--- config.mk ---
export PLATFORM = sky130hd
export DESIGN_NAME = fetch_stage
export DESIGN_NICKNAME = d
export VERILOG_FILES = /design/src/rtl/fetch_stage.sv
export SDC_FILE = /design/constraint.sdc
export NUM_CORES = 1
export LEC_CHECK = 0
export ABC_AREA = 1
export BUFFER_PORTS_ARGS = -buffer_cell sky130_fd_sc_hd__buf_2
export CELL_PAD_IN_SITES_DETAIL_PLACEMENT = 0
export CELL_PAD_IN_SITES_GLOBAL_PLACEMENT = 1
export CORE_MARGIN = 2
export CORE_UTILIZATION = 39
export DETAILED_ROUTE_END_ITERATION = 8
export PLACE_DENSITY = 0.9
export SYNTH_ARGS = -nofsm -noshare
export SYNTH_HDL_FRONTEND = slang
export SYNTH_SLANG_ARGS = --single-unit
--- constraint.sdc ---
create_clock -name clk_i -period 2.2 [get_ports clk_i]
set_clock_uncertainty 0.1 [all_clocks]
set_input_delay 0 -clock clk_i [delete_from_list [all_inputs] [get_ports clk_i]]
set_output_delay 0 -clock clk_i [all_outputs]
set_load 0.01 [all_outputs]
--- src/rtl/fetch_stage.sv ---
// RV32I instruction-fetch stage.
//
// Owns the PC and fetches one word at a time from instruction memory. The
// request side is a valid/ready handshake. The response side has a valid
// only, with no ready. Each fetched word is held in a one-entry output
// register for decode. A branch or jump redirect flushes the stage, and any
// response still in flight is then thrown away. At most one request is
// outstanding at any time.
//
// Ports:
//   clk_i              clock; all state updates on the rising edge
//   rst_ni             asynchronous active-low reset
//   imem_req_valid_o   fetch request valid
//   imem_req_ready_i   memory accepts the request this cycle
//   imem_req_addr_o    word-aligned fetch address
//   imem_rsp_valid_i   instruction word returned this cycle
//   imem_rsp_data_i    returned instruction word
//   redirect_valid_i   taken branch/jump: flush and refetch
//   redirect_pc_i      new PC (bits [1:0] ignored)
//   id_valid_o         id_ins_o/id_pc_o hold a valid instruction
//   id_ready_i         decode consumes when id_valid_o & id_ready_i
//   id_ins_o           instruction to decode
//   id_pc_o            address of id_ins_o
module fetch_stage #(
  parameter logic [31:0] RESET_PC = 32'h0000_0000,
  parameter logic [31:0] NOP_INS  = 32'h0000_0013
) (
  input  logic        clk_i,
  input  logic        rst_ni,
  output logic        imem_req_valid_o,
  input  logic        imem_req_ready_i,
  output logic [31:0] imem_req_addr_o,
  input  logic        imem_rsp_valid_i,
  input  logic [31:0] imem_rsp_data_i,
  input  logic        redirect_valid_i,
  input  logic [31:0] redirect_pc_i,
  output logic        id_valid_o,
  input  logic        id_ready_i,
  output logic [31:0] id_ins_o,
  output logic [31:0] id_pc_o
);

  // StIdle: may issue. StWait: awaiting response. StDrop: response to discard.
  typedef enum logic [1:0] {StIdle, StWait, StDrop} state_e;

  state_e      state_q, state_d;
  logic [31:0] pc_q, pc_d;
  logic [31:0] req_pc_q, req_pc_d;
  logic        id_valid_q, id_valid_d;
  logic [31:0] id_ins_q, id_ins_d;
  logic [31:0] id_pc_q, id_pc_d;

  logic        req_hs;
  logic        unused_redirect_lsb;

  assign unused_redirect_lsb = ^redirect_pc_i[1:0];

  // Only issue when the output register is empty or being drained this cycle,
  // so it is guaranteed free when the response lands.
  assign imem_req_valid_o = (state_q == StIdle) && (!id_valid_q || id_ready_i);
  assign imem_req_addr_o  = pc_q;
  assign req_hs           = imem_req_valid_o && imem_req_ready_i;

  assign id_valid_o = id_valid_q;
  assign id_ins_o   = id_ins_q;
  assign id_pc_o    = id_pc_q;

  always_comb begin
    state_d    = state_q;
    pc_d       = pc_q;
    req_pc_d   = req_pc_q;
    id_valid_d = id_valid_q;
    id_ins_d   = id_ins_q;
    id_pc_d    = id_pc_q;

    if (id_valid_q && id_ready_i) begin
      id_valid_d = 1'b0;
    end

    unique case (state_q)
      StIdle: begin
        if (req_hs) begin
          req_pc_d = pc_q;
          pc_d     = pc_q + 32'd4;
          state_d  = StWait;
        end
      end
      StWait: begin
        if (imem_rsp_valid_i) begin
          id_ins_d   = imem_rsp_data_i;
          id_pc_d    = req_pc_q;
          id_valid_d = 1'b1;
          state_d    = StIdle;
        end
      end
      StDrop: begin
        if (imem_rsp_valid_i) begin
          state_d = StIdle;
        end
      end
      default: state_d = StIdle;
    endcase

    // Redirect overrides everything above; id_ins/id_pc keep their old value.
    if (redirect_valid_i) begin
      pc_d       = {redirect_pc_i[31:2], 2'b00};
      id_valid_d = 1'b0;
      id_ins_d   = id_ins_q;
      id_pc_d    = id_pc_q;
      unique case (state_q)
        StIdle:  state_d = req_hs ? StDrop : StIdle;
        StWait:  state_d = imem_rsp_valid_i ? StIdle : StDrop;
        StDrop:  state_d = imem_rsp_valid_i ? StIdle : StDrop;
        default: state_d = StIdle;
      endcase
    end
  end

  always_ff @(posedge clk_i or negedge rst_ni) begin
    if (!rst_ni) begin
      state_q    <= StIdle;
      pc_q       <= RESET_PC;
      req_pc_q   <= 32'h0;
      id_valid_q <= 1'b0;
      id_ins_q   <= NOP_INS;
      id_pc_q    <= 32'h0;
    end else begin
      state_q    <= state_d;
      pc_q       <= pc_d;
      req_pc_q   <= req_pc_d;
      id_valid_q <= id_valid_d;
      id_ins_q   <= id_ins_d;
      id_pc_q    <= id_pc_d;
    end
  end

endmodule

# Yosys cells after proc, flatten, opt, wreduce, memory -nomap -nowiden
# Cells that the tools add are included.
word_totals:
  register_bits: 131
  output_inout_bits: 98
op_classes:
  addsub: 1
  n_eq_ne: 4
  mux: 14
  n_bitwise: 1
  n_reduce_logical: 13
op_table:
  columns: ["op", "count"]
  rows:
  - ["$mux W32", 3]
  - ["$add A32 B3 Y32 const B", 1]
  - ["$mux W2", 5]
  - ["$pmux W2 S2", 2]
  - ["$reduce_and A2 Y1", 3]
  - ["$mux W1", 4]
  - ["$reduce_bool A2 Y1", 2]
  - ["$logic_and A1 B1 Y1", 3]
  - ["$ne A3 B1 Y1 const B", 1]
  - ["$ne A3 B3 Y1 const B", 1]
  - ["$reduce_and A3 Y1", 1]
  - ["$eq A2 B1 Y1 const B", 1]
  - ["$eq A2 B2 Y1 const B", 1]
  - ["$logic_not A2 Y1", 1]
  - ["$reduce_or A2 Y1", 1]
  - ["$logic_not A1 Y1", 1]
  - ["$logic_or A1 B1 Y1", 1]
  - ["$not A1 Y1", 1]

# Logic depth before layout (Yosys ltp)
# Gate-level depths: netlist of the first run.
logic_depth:
  ltp_word: 7
  depth_mapped: 9

# Least setup slack after synthesis of the first run
# No wires, ideal clock.
synth_timing:
  path_type: "register to register"
  startpoint: "register state_q[0]"
  endpoint: "register id_pc_q[12], in the netlist id_pc_o[12]"
  setup_time_ns: 0.125
  t_arrival_ns: 1.278
  path_slack_ns: 0.697
  stages_incl_launch_ff: 6
  path_buffers: 2
  period_less_slack_ns: 1.503
  cell_sequence: "dfrtp_1 > ha_1 > nand3_2 > buf_6 > buf_6 > mux2_2"
synth_via:
  elab_chain_len: 2
synth_lines:
  columns: ["element", "line_no", "text"]
  rows:
  - ["start: declaration", "46", "state_e state_q, state_d;"]
  - ["start signal: assignment", "121", "state_q <= StIdle;"]
  - ["start signal: assignment", "128", "state_q <= state_d;"]
  - ["$eq A2 B1 Y1", "80", "unique case (state_q)"]
  - ["$reduce_and A3 Y1 (no line)", null, null]
  - ["end signal: assignment", "133", "id_pc_q <= id_pc_d;"]
  - ["end: declaration", "51", "logic [31:0] id_pc_q, id_pc_d;"]
# Every way passes these cells.
# A chain may end at the register's enable or synchronous reset.

# Worst setup path in the final report of the first run
layout_timing:
  startpoint: "register state_q[1]"
  endpoint: "register id_ins_q[21], in the netlist id_ins_o[21]"
layout_via:
  elab_chain_len: 2
layout_lines:
  columns: ["element", "line_no", "text"]
  rows:
  - ["$eq A2 B1 Y1", "80", null]
  - ["$reduce_and A3 Y1 (no line)", null, null]
  - ["end signal: assignment", "132", "id_ins_q <= id_ins_d;"]
  - ["end: declaration", "50", "logic [31:0] id_ins_q, id_ins_d;"]
# Every way passes these cells.

==> impl_metrics.py, run 1 <==
metrics = {
    "logic_synthesis": {
        "synth_xor_area_share_pct": 0.895,
        "yosys_warnings": 0,
        "synth_area_leaders": "dfrtp_1 52%, nand2_1 11%, mux2_2 10%",
        "syn_area_per_cell_um2": 9.50,
        "netlist_top_cells_count": "172 x nand2_1, 122 x dfrtp_1, 60 x inv_1, 58 x o21ai_0, 52 x mux2_2",
        "synth_top_family_by_area": "simple AND/OR/NAND/NOR gates",
        "yosysTopAreaCell": "dfrtp_1",
        "synth-compound-area-share_pct": 6.37,
        "ys_types": 30,
        "synth_ff_type": "dfrtp_1",
        "syn-cell-area_mm2": 0.00587,
        "yosysTopAreaCellShare_pct": 52.0,
        "synthSimpleGateAreaFrac_pct": 19.4,
        "synthAdderAreaFrac_pct": 0.852,
        "async_flop_share_pct": 100,
        "synth-seq-cells": 125,
        "syn_inst": 618,
        "synth_enable_flop_cells": 0,
        "yosysSeqAreaShare_pct": 53.3,
        "yosysMostFrequentCell": "nand2_1",
        "muxShareOfSynthArea_pct": 12.0,
    },
    "die": {
        "num_rows": 44,
        "die_area_mm2": 0.0161,
        "die_h_um": 127,
        "initial_core_util_pct": 40.1,
        "io_pins": 168,
        "core-area_mm2": 0.0146,
        "die_w_um": 127,
    },
    "cts": {
        "clock_sinks": 125,
        "clock_path_buffers": 2,
        "clkLatencyLatePin_ns": 0.41,
        "cts.htree.levels": 4,
        "cts_tree": "done",
        "cts.clk_slew.worst_paths_ns": 0.06,
        "cts_resized": 0,
        "ctsRootBufferMaster": "clkbuf_16",
        "cts_setup_buffers": 0,
        "cts_inserted_buffers": 17,
    },
    "route": {
        "viasPerCell": 4.65,
        "detail_route.first_pass.iterations": 4,
        "drtIter0Drc": 370,
        "vias": 4940,
        "drc": 0,
        "wl_per_cell_um": 14.2,
        "drt-total-wl_um": 15100,
        "antenna_left": 0,
    },
    "sta": {
        "finalCriticalPeriod_ns": 2.01,
        "final.setup.worst_slack_ns": 0.191,
        "max_freq_mhz": 498,
        "finalCritPeriodShare_pct": 91.3,
        "grt_setup_unrepaired": "no",
        "maxSlewViolCount": 0,
        "tightest_slew_ns": 0.890,
        "timing.final.hold_violations": 0,
        "whs_ns": 0.0747,
        "relSlewSlack_pct": 40.4,
        "setup_tns_ns": 0,
        "setup_viol": 0,
    },
    "place": {
        "pre_cts_slack_ns": 0.322,
        "dp_hpwl_um": 10700,
        "gp_congestion": 0.887,
        "io_buffers": 161,
    },
    "finish": {
        "nets": 939,
        "drive_gt1_share_pct": 31.8,
        "seq_area_mm2": 0.00313,
        "antenna_cells": 0,
        "nFillCells": 1283,
        "area_growth_pct": 41.1,
        "multi_input_area_mm2": 0.00234,
    },
    "setup_path": {
        "critPathArrivalTime_ns": 2.20,
        "rr_worst_depth": 5,
        "cp_data_required_time_ns": 2.39,
        "cp-end-kind": "register",
        "worstPathMaxFanout": 8,
        "cp-start-kind": "register",
        "worstSetupPathType": "register to register",
    },
    "power_and_ir_drop": {
        "p_leak_nw": 4.18,
        "power.density_mw_per_mm2": 1190,
        "peakVddDrop_mv": 0.590,
    },
    "global_routing": {
        "grt_antenna_before_repair": 0,
        "grt_max_degree": 59,
        "grt_pass1_wl_um": 24500,
        "grt_overflow": 0,
        "grt_usage_pct": 19.5,
        "grt_pass1_vias": 4803,
    },
    "job": {
        "maxCapViolCount": 0,
    },
    "outcome": {
        "status": "finished, final reports clean",
    },
    "worst_hold_path": {
        "hold_path.class": "input port to asynchronous set/reset pin",
    },
}
## what timing repair did
action,4_1_cts,5_1_grt
hold endpoints to repair,188,0
setup endpoints to repair,0,0
hold buffers,80,0
## per-layer routing
| layer | up-vias | part of all wire, % | GRT usage (%) | wire length [µm] |
|---|---|---|---|---|
| met2 | 137 | 47 | 30.9 | 7030 |
| met1 | 2296 | 46 | 26.3 | 6990 |
| met5 | - | 0 | 0 | 0 |
| met4 | 0 | 2.3 | 7.56 | 350 |
| met3 | 28 | 4.9 | 4.30 | 738 |
| li1 | 2479 | - | - | - |
## final timing paths
kind | slack, ns | endpoint | from
worst min-delay path | 0.07 | id_pc_o[10]$_DFFE_PN0P_ | rst_ni
min in group clk_i | 0.24 | imem_req_addr_o[14]$_DFFE_PN0P_ | redirect_pc_i[14]
worst max-delay path | 0.19 | id_ins_o[21]$_DFFE_PN0P_ | state_q[1]$_DFFE_PN0P_
max in group asynchronous | 0.68 | imem_req_addr_o[9]$_DFFE_PN0P_ | rst_ni
worst max register to register | 0.19 | id_ins_o[21]$_DFFE_PN0P_ | state_q[1]$_DFFE_PN0P_
worst min register to register | 0.38 | req_pc_q[13]$_DFFE_PN0P_ | req_pc_q[13]$_DFFE_PN0P_
## power breakdown
| group | switching [mW] | internal [mW] | total [mW] | leakage (nW) |
|---|---|---|---|---|
| sequential | 0.592 | 3.24 | 3.84 | 1.56 |
| combinational | 1.61 | 1.48 | 3.09 | 2.34 |
| clock | 1.04 | 1.89 | 2.93 | 0.289 |
| total | 3.24 | 6.62 | 9.86 | 4.18 |
## area by class of cell
| class | count | area share (%) |
|---|---|---|
| Clock buffer | 18 | 5.18 |
| Clock inverter | 14 | 2.34 |
| Inverter | 62 | 2.82 |
| Multi-Input combinational cell | 409 | 28.3 |
| Sequential cell | 125 | 37.8 |
| Tap cell | 184 | 2.78 |
| Timing Repair Buffer | 250 | 20.8 |
## placed cells by master (no fill, tap or decap)
master | Yosys | layout
nor2_4 | 6 | 6
o21ai_0 | 58 | 58
o21bai_1 | 4 | 4
buf_4 | 5 | 6
nor2_1 | 33 | 33
inv_1 | 60 | 60
nand3_2 | 2 | 1
xnor2_1 | 1 | 1
and2_1 | 2 | 2
buf_2 | 5 | 160
conb_1 | 1 | 4
mux2_4 | 8 | 8
mux2_2 | 52 | 52
clkbuf_1 | 6 | 1
clkbuf_16 | 0 | 17
bufinv_16 | 0 | 4
inv_6 | 0 | 1
a21oi_1 | 5 | 5
clkinv_4 | 0 | 2
xor2_1 | 5 | 5
nand2_1 | 172 | 172
nand3_4 | 0 | 1
clkinvlp_4 | 0 | 5
ha_1 | 4 | 4
o211ai_1 | 3 | 3
dfstp_2 | 3 | 3
buf_12 | 0 | 4
clkinv_2 | 1 | 3
clkinv_1 | 1 | 1
nand3_1 | 43 | 43
o22ai_1 | 1 | 1
dlygate4sd3_1 | 0 | 80
nand2_4 | 3 | 3
dfrtp_1 | 122 | 122
nor2_2 | 3 | 3
## worst max-delay path, stage by stage, from the launching register on
cell	delay, ns
dfrtp_1	0.40
inv_1	0.09
ha_1	0.19
nand3_4	0.19
mux2_4	0.34
dlygate4sd3_1	0.58
## metrics by stage
stage,util (%),area (µm²),instances,total power [mW]
floorplan,-,5880,621,5.55
detailed placement,46.9,6860,950,6.79
global route,56.6,8290,1062,10.5
finish,56.6,8290,1062,9.86
CTS,56.6,8290,1062,9.93
global placement,46.9,6860,950,6.68
## cells by family (layout without fill, tap and decap cells)
kind of cell	Yosys count	count (layout)
other	1	4
XOR/XNOR	6	6
AO/OA/AOI/OAI	71	71
buffers and inverters	87	344
adder cells (fa/ha/maj)	4	4
flip-flops	125	125
multiplexers	60	60
AND/OR/NAND/NOR	264	264
## registers in the layout (all words and copies together) (netlist names)
register,cells
state_q,2
id_valid_o,1
id_pc_o,30
id_ins_o,32
req_pc_q,30
imem_req_addr_o,30
(Power assumes the default switching activity.)
==> inputs of run 2 (changes only) <==
- MAX_ROUTING_LAYER: default -> met4
==> impl_metrics.py, run 2 (synthesized netlist as in run 1, its figures left out) <==
metrics = {
    "setup_path": {
        "ff2ff_setup_slack_ns": 0.19,
        "worstSetupPathType": "register to register",
        "critPathLaunch": "state_q[1]$_DFFE_PN0P_",
        "worstPathMaxFanout": 8,
        "rr_endpoint": "id_ins_o[21]$_DFFE_PN0P_",
        "cp_data_required_time_ns": 2.39,
        "cp-start-kind": "register",
        "cp-end-kind": "register",
        "crit-reg2reg-launch": "state_q[1]$_DFFE_PN0P_",
        "critPathArrivalTime_ns": 2.20,
        "rr_worst_depth": 5,
    },
    "route": {
        "wl_per_cell_um": 14.3,
        "drc": 0,
        "antenna_left": 0,
        "vias": 4922,
        "drt-total-wl_um": 15100,
        "detail_route.first_pass.iterations": 5,
        "drtIter0Drc": 385,
        "viasPerCell": 4.63,
    },
    "cts": {
        "cts_tree": "done",
        "ctsRootBufferMaster": "clkbuf_16",
        "cts.htree.levels": 4,
        "clkLatencyLatePin_ns": 0.42,
        "clock_path_buffers": 2,
        "cts.clk_slew.worst_paths_ns": 0.06,
        "clock_sinks": 125,
        "cts_setup_buffers": 0,
        "cts_inserted_buffers": 17,
    },
    "worst_hold_path": {
        "hold_path.class": "input port to asynchronous set/reset pin",
    },
    "sta": {
        "finalCritPeriodShare_pct": 91.2,
        "timing.final.hold_violations": 0,
        "grt_setup_unrepaired": "no",
        "setup_viol": 0,
        "relSlewSlack_pct": 40.7,
        "finalCriticalPeriod_ns": 2.01,
        "maxSlewViolCount": 0,
        "tightest_slew_ns": 0.886,
        "setup_tns_ns": 0,
        "max_freq_mhz": 499,
    },
    "global_routing": {
        "grt_max_degree": 59,
        "grt_pass1_vias": 4798,
        "grt_antenna_before_repair": 0,
        "grt_overflow": 0,
        "grt_usage_pct": 20.1,
        "grt_pass1_wl_um": 24500,
    },
    "die": {
        "core-area_mm2": 0.0146,
        "io_pins": 168,
        "initial_core_util_pct": 40.1,
        "num_rows": 44,
        "die_h_um": 127,
        "die_w_um": 127,
        "die_area_mm2": 0.0161,
    },
    "finish": {
        "largest_register_ffs": 32,
        "area_growth_pct": 41.1,
        "drive_gt1_share_pct": 31.8,
        "final_cell_count_no_fill": 1062,
        "nets": 939,
        "nFillCells": 1283,
        "mostFrequentLayoutCells": "172 x nand2_1, 160 x buf_2, 122 x dfrtp_1",
        "layout_commonest_cell": "nand2_1",
        "antenna_cells": 0,
        "final_area_mm2": 0.00829,
    },
    "power_and_ir_drop": {
        "power.density_mw_per_mm2": 1190,
        "power_mw": 9.87,
        "peakVddDrop_mv": 0.593,
        "p_leak_nw": 4.18,
    },
    "outcome": {
        "status": "finished, final reports clean",
    },
    "place": {
        "dp_hpwl_um": 10700,
        "io_buffers": 161,
        "gp_congestion": 0.902,
        "dpl_cell_area_mm2": 0.00686,
        "place_inst": 950,
    },
    "job": {
        "maxCapViolCount": 0,
    },
}
run 2: cell counts in the layout (fill, tap and decap cells not counted):
No cell type changed its count.
run 2: final cells by class:
type	count	area [µm²]	area share [%]
Multi-Input combinational cell	409	2340	28.3
Timing Repair Buffer	250	1730	20.8
Tap cell	184	230	2.78
Sequential cell	125	3130	37.8
Inverter	62	234	2.82
Clock inverter	14	194	2.34
Clock buffer	18	429	5.18
run 2: what timing repair did:
item | CTS | global route
hold buffers | 80 | 0
endpoints found under the hold margin | 188 | 0
resized for setup | 0 | 0
run 2: critical path: stages, from the launching register on:
cell and delay [ns]:
dfrtp_1 0.40, inv_1 0.09, ha_1 0.19, nand3_4 0.19, mux2_4 0.34, dlygate4sd3_1 0.58
run 2: worst max path at each step:
stage	endpoint	slack (ns)
after global routing	imem_req_addr_o[6]$_DFFE_PN0P_	0.09
after floorplan	id_pc_o[12]$_DFFE_PN0P_	0.70
after detailed placement	imem_req_addr_o[6]$_DFFE_PN0P_	0.32
after CTS	id_ins_o[20]$_DFFE_PN0P_	0.22
final	id_ins_o[21]$_DFFE_PN0P_	0.19
after global placement	imem_req_addr_o[6]$_DFFE_PN0P_	0.38
run 2: routing by layer:
| metal | global-route usage [%] | routed length (µm) | part of all wire [%] |
|---|---|---|---|
| met1 | 26.6 | 6970 | 46 |
| met4 | 7.56 | 285 | 1.9 |
| met3 | 4.09 | 708 | 4.7 |
| met5 | - | 0 | 0 |
| met2 | 30.9 | 7170 | 47 |
run 2: report_power, final:
group          internal [mW]  total [mW]  leakage [nW]  switching, mW
clock                   1.89        2.94         0.289           1.05
sequential              3.24        3.84          1.56          0.594
combinational           1.48        3.09          2.34           1.61
run 2: per-stage QoR:
stage / util (%) / hold WS (ns) / worst slack, ns
2_1_floorplan: - / -0.396 / 0.697
3_3_place_gp: 46.9 / -0.182 / 0.383
3_5_place_dp: 46.9 / -0.181 / 0.322
4_1_cts: 56.6 / 0.0689 / 0.218
5_1_grt: 56.6 / 0.109 / 0.0918
6_report: 56.6 / 0.0681 / 0.194
